--- src/rtl/dmem_access_pkg.sv ---
// Shared CPU defines for the MEM stage: load/store type encodings, access sizes,
// data-memory FSM states and the alignment helpers used by dmem_access.
package dmem_access_pkg;

  localparam logic [1:0] SIZE_B = 2'd0;
  localparam logic [1:0] SIZE_H = 2'd1;
  localparam logic [1:0] SIZE_W = 2'd2;

  typedef struct packed {
    logic       sign;
    logic [1:0] size;
  } LoadType;

  typedef struct packed {
    logic [1:0] size;
  } StoreType;

  typedef enum logic [2:0] {
    S_IDLE,
    S_REQ,
    S_WAIT,
    S_DONE,
    S_DISCARD
  } dmem_state_t;

  // Mask applied to addr[1:0] to force natural alignment for a given size.
  function automatic logic [1:0] align_mask(input logic [1:0] size);
    case (size)
      SIZE_B:  return 2'b11;
      SIZE_H:  return 2'b10;
      default: return 2'b00;
    endcase
  endfunction

  function automatic logic is_misaligned(input logic [1:0] size, input logic [1:0] addr_lo);
    return (addr_lo & ~align_mask(size)) != 2'b00;
  endfunction

endpackage

--- src/rtl/dmem_access_if.sv ---
// Data-memory request bus: one request at a time, address phase acknowledged by
// data_addr_ok, data phase by data_ok.
interface dmem_access_if;
  logic        data_req;
  logic        data_wr;
  logic [1:0]  data_size;
  logic [31:0] data_addr;
  logic [31:0] data_wdata;
  logic [3:0]  data_wstrb;
  logic        data_addr_ok;
  logic        data_data_ok;
  logic [31:0] data_rdata;

  modport master (
    output data_req, data_wr, data_size, data_addr, data_wdata, data_wstrb,
    input  data_addr_ok, data_data_ok, data_rdata
  );

  modport slave (
    input  data_req, data_wr, data_size, data_addr, data_wdata, data_wstrb,
    output data_addr_ok, data_data_ok, data_rdata
  );
endinterface

--- src/rtl/dmem_access_store_align.sv ---
// store_align: byte-enable generation and lane replication of store data
// according to access size and the low address bits.
module store_align
  import dmem_access_pkg::*;
(
  input  logic [1:0]  i_size,
  input  logic [1:0]  i_addr_lo,
  input  logic [31:0] i_data,
  output logic [3:0]  o_wstrb,
  output logic [31:0] o_wdata
);

  always_comb begin
    o_wstrb = 4'b1111;
    case (i_size)
      SIZE_B:  o_wstrb = 4'b0001 << i_addr_lo;
      SIZE_H:  o_wstrb = i_addr_lo[1] ? 4'b1100 : 4'b0011;
      default: o_wstrb = 4'b1111;
    endcase
  end

  // Every lane carries the right byte so the memory only needs to honour wstrb.
  for (genvar gi = 0; gi < 4; gi++) begin : g_lane
    assign o_wdata[gi*8 +: 8] = (i_size == SIZE_B) ? i_data[7:0] :
                                (i_size == SIZE_H) ? i_data[(gi % 2)*8 +: 8] :
                                                     i_data[gi*8 +: 8];
  end

endmodule

--- src/rtl/dmem_access.sv ---
// dmem_access: MEM-stage load/store sequencer driving a req/addr_ok/data_ok bus.
// Define MEM_ADDR_EXC_EN to flag misaligned half/word accesses instead of aligning them.
module dmem_access
  import dmem_access_pkg::*;
(
  input  logic          clk,
  input  logic          resetn,
  input  logic          MEM_Valid,
  input  logic          MEM_IsStore,
  input  logic [31:0]   MEM_ALUOut,
  input  logic [31:0]   MEM_StoreData,
  input  LoadType       MEM_LoadType,
  input  StoreType      MEM_StoreType,
  input  logic          MEM_Flush,
  input  logic          WB_Ready,
  output logic          MEM_Stall,
  dmem_access_if.master bus,
  output logic          WB_Valid,
  output logic [31:0]   WB_DMOut,
  output logic [31:0]   WB_ALUOut,
  output LoadType       WB_LoadType,
  output logic          MEM_AddrErr
);

  dmem_state_t r_state, w_state_next;
  logic        r_wr;
  logic [1:0]  r_size;
  logic [3:0]  r_wstrb;
  logic [31:0] r_addr, r_wdata, r_dmout, r_alu_out;
  LoadType     r_load_type;

  logic [1:0]  w_size;
  logic        w_issue_ok, w_accept, w_capture, w_stall;
  logic [31:0] w_bus_addr, w_wdata;
  logic [3:0]  w_wstrb;

  assign w_size = MEM_IsStore ? MEM_StoreType.size : MEM_LoadType.size;

`ifdef MEM_ADDR_EXC_EN
  logic r_addr_err;
  assign w_issue_ok = !is_misaligned(w_size, MEM_ALUOut[1:0]);
  assign w_bus_addr = MEM_ALUOut;
  always_ff @(posedge clk or negedge resetn) begin
    if (!resetn) r_addr_err <= 1'b0;
    else         r_addr_err <= (r_state == S_IDLE) && MEM_Valid && !MEM_Flush && !w_issue_ok;
  end
  assign MEM_AddrErr = r_addr_err;
`else
  assign w_issue_ok  = 1'b1;
  assign w_bus_addr  = {MEM_ALUOut[31:2], MEM_ALUOut[1:0] & align_mask(w_size)};
  assign MEM_AddrErr = 1'b0;
`endif

  store_align u_store_align (
    .i_size    (w_size),
    .i_addr_lo (w_bus_addr[1:0]),
    .i_data    (MEM_StoreData),
    .o_wstrb   (w_wstrb),
    .o_wdata   (w_wdata)
  );

  assign w_accept  = (r_state == S_IDLE) && MEM_Valid && !MEM_Flush && w_issue_ok;
  // Read data is kept only for a live load; flushed or store responses never touch WB_DMOut.
  assign w_capture = !r_wr && !MEM_Flush && bus.data_data_ok &&
                     ((r_state == S_WAIT) || ((r_state == S_REQ) && bus.data_addr_ok));

  always_comb begin
    w_state_next = r_state;
    w_stall      = 1'b0;
    case (r_state)
      S_IDLE: begin
        w_stall = w_accept;
        if (w_accept) w_state_next = S_REQ;
      end
      S_REQ: begin
        w_stall = 1'b1;
        if (MEM_Flush) begin
          // Once the address is accepted the response still has to be drained.
          if (bus.data_addr_ok && !bus.data_data_ok) w_state_next = S_DISCARD;
          else                                       w_state_next = S_IDLE;
        end else if (bus.data_addr_ok) begin
          w_state_next = bus.data_data_ok ? S_DONE : S_WAIT;
        end
      end
      S_WAIT: begin
        w_stall = 1'b1;
        if (bus.data_data_ok) w_state_next = MEM_Flush ? S_IDLE : S_DONE;
        else if (MEM_Flush)   w_state_next = S_DISCARD;
      end
      S_DONE: begin
        w_stall = !WB_Ready;
        if (WB_Ready || MEM_Flush) w_state_next = S_IDLE;
      end
      S_DISCARD: begin
        w_stall = 1'b1;
        if (bus.data_data_ok) w_state_next = S_IDLE;
      end
      default: w_state_next = S_IDLE;
    endcase
  end

  always_ff @(posedge clk or negedge resetn) begin
    if (!resetn) begin
      r_state     <= S_IDLE;
      r_wr        <= 1'b0;
      r_size      <= 2'b00;
      r_wstrb     <= 4'b0000;
      r_addr      <= 32'h0;
      r_wdata     <= 32'h0;
      r_dmout     <= 32'h0;
      r_alu_out   <= 32'h0;
      r_load_type <= '0;
    end else begin
      r_state <= w_state_next;
      if (w_accept) begin
        r_wr        <= MEM_IsStore;
        r_size      <= w_size;
        r_wstrb     <= MEM_IsStore ? w_wstrb : 4'b0000;
        r_addr      <= w_bus_addr;
        r_wdata     <= MEM_IsStore ? w_wdata : 32'h0;
        r_alu_out   <= MEM_ALUOut;
        r_load_type <= MEM_LoadType;
      end
      if (w_capture) r_dmout <= bus.data_rdata;
    end
  end

  // Gated by resetn so the stall drops the moment reset is applied.
  assign MEM_Stall      = resetn && w_stall;
  assign bus.data_req   = (r_state == S_REQ);
  assign bus.data_wr    = r_wr;
  assign bus.data_size  = r_size;
  assign bus.data_addr  = r_addr;
  assign bus.data_wdata = r_wdata;
  assign bus.data_wstrb = r_wstrb;
  assign WB_Valid       = (r_state == S_DONE);
  assign WB_DMOut       = r_dmout;
  assign WB_ALUOut      = r_alu_out;
  assign WB_LoadType    = r_load_type;

endmodule

--- src/flat_wrapper.sv ---
// flat-port wrapper written by rule: the top's interface ports become plain ports
module dmem_access_flat import dmem_access_pkg::*;
  (clk, resetn, MEM_Valid, MEM_IsStore, MEM_ALUOut, MEM_StoreData, MEM_LoadType, MEM_StoreType, MEM_Flush, WB_Ready, MEM_Stall, WB_Valid, WB_DMOut, WB_ALUOut, WB_LoadType, MEM_AddrErr, bus_data_req, bus_data_wr, bus_data_size, bus_data_addr, bus_data_wdata, bus_data_wstrb, bus_data_addr_ok, bus_data_data_ok, bus_data_rdata);
  dmem_access_if bus_i ();
  input  logic clk;
  input  logic resetn;
  input  logic MEM_Valid;
  input  logic MEM_IsStore;
  input  logic [31:0] MEM_ALUOut;
  input  logic [31:0] MEM_StoreData;
  input  LoadType MEM_LoadType;
  input  StoreType MEM_StoreType;
  input  logic MEM_Flush;
  input  logic WB_Ready;
  output logic MEM_Stall;
  output logic WB_Valid;
  output logic [31:0] WB_DMOut;
  output logic [31:0] WB_ALUOut;
  output LoadType WB_LoadType;
  output logic MEM_AddrErr;
  output wire logic [$bits(bus_i.data_req)-1:0] bus_data_req;
  output wire logic [$bits(bus_i.data_wr)-1:0] bus_data_wr;
  output wire logic [$bits(bus_i.data_size)-1:0] bus_data_size;
  output wire logic [$bits(bus_i.data_addr)-1:0] bus_data_addr;
  output wire logic [$bits(bus_i.data_wdata)-1:0] bus_data_wdata;
  output wire logic [$bits(bus_i.data_wstrb)-1:0] bus_data_wstrb;
  input wire logic [$bits(bus_i.data_addr_ok)-1:0] bus_data_addr_ok;
  input wire logic [$bits(bus_i.data_data_ok)-1:0] bus_data_data_ok;
  input wire logic [$bits(bus_i.data_rdata)-1:0] bus_data_rdata;
  assign bus_data_req = bus_i.data_req;
  assign bus_data_wr = bus_i.data_wr;
  assign bus_data_size = bus_i.data_size;
  assign bus_data_addr = bus_i.data_addr;
  assign bus_data_wdata = bus_i.data_wdata;
  assign bus_data_wstrb = bus_i.data_wstrb;
  assign bus_i.data_addr_ok = bus_data_addr_ok;
  assign bus_i.data_data_ok = bus_data_data_ok;
  assign bus_i.data_rdata = bus_data_rdata;
  dmem_access u_core (.clk(clk), .resetn(resetn), .MEM_Valid(MEM_Valid), .MEM_IsStore(MEM_IsStore), .MEM_ALUOut(MEM_ALUOut), .MEM_StoreData(MEM_StoreData), .MEM_LoadType(MEM_LoadType), .MEM_StoreType(MEM_StoreType), .MEM_Flush(MEM_Flush), .WB_Ready(WB_Ready), .MEM_Stall(MEM_Stall), .bus(bus_i), .WB_Valid(WB_Valid), .WB_DMOut(WB_DMOut), .WB_ALUOut(WB_ALUOut), .WB_LoadType(WB_LoadType), .MEM_AddrErr(MEM_AddrErr));
endmodule
--- config.mk ---
export PLATFORM = sky130hd
export DESIGN_NAME = dmem_access_flat
export DESIGN_NICKNAME = d
export VERILOG_FILES = /design/src/rtl/dmem_access_pkg.sv /design/src/rtl/dmem_access_if.sv /design/src/rtl/dmem_access_store_align.sv /design/src/rtl/dmem_access.sv /design/src/flat_wrapper.sv
export SDC_FILE = /design/constraint.sdc
export NUM_CORES = 1
export LEC_CHECK = 0
export BUFFER_PORTS_ARGS = -buffer_cell sky130_fd_sc_hd__buf_4
export CAP_MARGIN = 20
export CORE_UTILIZATION = 46
export DETAILED_ROUTE_END_ITERATION = 10
export GPL_ROUTABILITY_DRIVEN = 0
export PLACE_DENSITY = 0.91
export SYNTH_ARGS = -nofsm -noshare
export SYNTH_HDL_FRONTEND = slang
export SYNTH_SLANG_ARGS = --single-unit
export TNS_END_PERCENT = 5
--- constraint.sdc ---
create_clock -name clk -period 2.01 [get_ports clk]
set_input_delay 0.3015 -clock clk [delete_from_list [all_inputs] [get_ports clk]]
set_output_delay 0.3015 -clock clk [all_outputs]
set_load 0.01 [all_outputs]
==> results.json <==
{
  "critPathKind": "reg2out",
  "clockBufferDepth": 2,
  "vias": 4330,
  "synth_area_leader_cell": "dfrtp_1",
  "dr.pass1.iters": 6,
  "pwr-share-seq_pct": 40.6,
  "cts_made_buffers": 9,
  "area_growth_syn_to_layout_pct": 38.3,
  "postCtsHoldBufs": 0,
  "setup_violations": 0,
  "fin_area_um2": 6960,
  "fmax_ghz": 0.529,
  "period_needed_ps": 1890,
  "post_dp_cell_area_um2": 6770,
  "combPwrFrac_pct": 46.6,
  "slew_headroom_pct": 56.1,
  "intPower_mw": 6.30,
  "net-switching-power_mw": 3.68,
  "yosys-top-cells-count": "165 x nand2_1, 111 x dfrtp_1, 32 x buf_4",
  "syn-num-nets": 584,
  "cap_viol_max_count": 0,
  "slew_violations": 0,
  "synth_edf_count": 0,
  "start_util_pct": 48.1,
  "htreeDepth": 3,
  "skew_ps": 15.5,
  "antenna_found_initial": 0,
  "yosysWarnings": 0,
  "timing.final.hold_violations": 0,
  "ys_seq_area_share_pct": 55.2,
  "finalSetupTns_ps": 0,
  "rsz0062_at_grt": "false",
  "layout-drive-gt1-share_pct": 47.0,
  "totalWireLength_mm": 14.6,
  "critical_path.startpoint_type": "flip-flop",
  "synth-seq-cells": 111,
  "cellPowerDensity_nw_per_um2": 1430,
  "dieArea_um2": 11400,
  "outcome": "finished, final reports clean",
  "synth_most_common_cell": "nand2_1",
  "io_pins": 251,
  "synth-main-ff-cell": "dfrtp_1",
  "syn_area_um2": 5030,
  "overflow": 0,
  "grt_usage_pct": 25.5,
  "dp_hpwl_mm": 11.0,
  "detail_route.vias_per_cell": 5.24,
  "n_antenna_cell": 0,
  "synthArstFlopShare_pct": 100,
  "switching_share_pct": 36.9,
  "synth_cell_types": 43,
  "synth.area.top_cells": "dfrtp_1 55%, nand2_1 12%, mux2_4 8.9%",
  "period_share_pct": 94.1,
  "clkPwrFrac_pct": 12.8,
  "cts_tree": "done",
  "worst_ep_arrival_time_ps": 1590,
  "clk_transition_reported_paths_ps": 100,
  "drc": 0,
  "tightest_slew_ps": 658,
  "wl_per_cell_um": 17.6,
  "die_y_um": 107,
  "yosysTopAreaCellShare_pct": 55.2,
  "core_um2": 10500,
  "crit_path_end_kind": "output pin",
  "hold_path_class": "in2async",
  "syn_inst": 475,
  "io_buffer_count": 249,
  "first_iter_violations": 291,
  "grt_max_degree": 112,
  "numClockSinks": 111,
  "syn_area_per_cell_um2": 10.6,
  "fin_nets": 794,
  "path_max_fanout": 11,
  "worstPathRequired_ps": 1710,
  "ir_worst_vdd_mv": 0.731,
  "grt_pass1_vias": 4233,
  "grt_pass1_wl_mm": 22.3,
  "clk_latency_ps": 370,
  "row_count": 37,
  "ant_nets": 0,
  "power_leakage_nw": 3.82,
  "die_w_um": 107,
  "ctsRootBufferMaster": "clkbuf_8"
}
[repair_timing]
item / CTS / global route
buffers inserted: 0 / 0
setup endpoints to repair: 1 / 0
gates resized for setup: 1 / 0
[cell usage in the layout, fill, tap and decap left out, drive strengths merged, types with 4 or more instances in the layout]
master    n
clkbuf   12
nor2      8
dfrtp   111
buf     256
nand3    17
inv       5
nor3      4
a222oi    8
o21ai    24
mux2i     8
nand2   166
mux2     42
[per-layer routing]
layer	wire, um	share of wire, %	global-route usage (%)	up-vias
met2	7810	54	45.5	241
met4	356	2.4	10.2	0
li1	-	-	-	1960
met1	5240	36	30.0	2101
met3	1160	8.0	5.17	28
met5	0	0	0	-
[power groups by stage]
| stage | Combinational [mW] | Sequential (mW) | Clock [mW] |
|---|---|---|---|
| after floorplan | 2.03 | 4.32 | 0 |
| after global placement | 4.53 | 3.97 | 0 |
| after detailed placement | 4.68 | 4.07 | 0 |
| after CTS | 4.70 | 4.04 | 1.30 |
| after global routing | 5.01 | 4.15 | 1.40 |
| final | 4.65 | 4.05 | 1.28 |
[sequential cells by signal, summed over array words and instances (netlist names)]
signal,count
u_core.r_state,3
u_core.WB_DMOut,32
u_core.bus.data_wdata,32
u_core.bus.data_size,2
u_core.WB_ALUOut,31
u_core.bus.data_wr,1
u_core.bus.data_addr,3
u_core.WB_LoadType,3
u_core.bus.data_wstrb,4
[kinds of logic after synthesis]
kind of cell               after synthesis  synth area share (%)
and+or+nand+nor                        206                  17.1
DFF                                    111                  55.2
buffers and inverters                   61                  7.83
muxes                                   50                  13.2
AOI/OAI and AO/OA                       45                  6.41
adders and majority gates                1                 0.199
other                                    1                0.0745
[critical path: stages, from the launching register on]
cell       delay, ps
dfrtp_1          510
a2111oi_2        460
nor3_1           110
buf_4            160
[final timing paths]
kind                            slack [ps]  cells after the start                     start                  endpoint
worst max register to register         220                      5         u_core.r_state[1]      u_core.WB_ALUOut[24]
worst min register to register         480                      2  u_core.bus.data_wdata[0]  u_core.bus.data_wdata[0]
worst max-delay path                   120                      3         u_core.r_state[0]                 MEM_Stall
max in group asynchronous             1530                      2                    resetn  u_core.bus.data_addr[31]
worst min-delay path                    40                      2                    resetn      u_core.WB_ALUOut[28]
min in group clk                       130                      3            MEM_ALUOut[28]      u_core.WB_ALUOut[28]
[stage by stage]
step	util [%]	total power, mW	worst slack (ps)	std cells	hold WS [ps]
after floorplan	-	6.35	474	475	5.91
after global placement	64.7	8.50	336	810	454
after detailed placement	64.7	8.75	231	810	457
after CTS	66.6	10.0	115	826	73.8
after global routing	66.6	10.6	35.2	826	76.3
final	66.6	9.98	118	826	43.6
[cell type report]
type | instances | area [um2]
timing repair buffer | 256 | 1930
inverter | 4 | 15.0
multi-input combinational | 303 | 1880
fill | 789 | 3500
tap | 136 | 170
clock buffer | 12 | 155
clock inverter | 4 | 28.8
sequential | 111 | 2780
No activity file was read; power rests on OpenSTA's default activity.
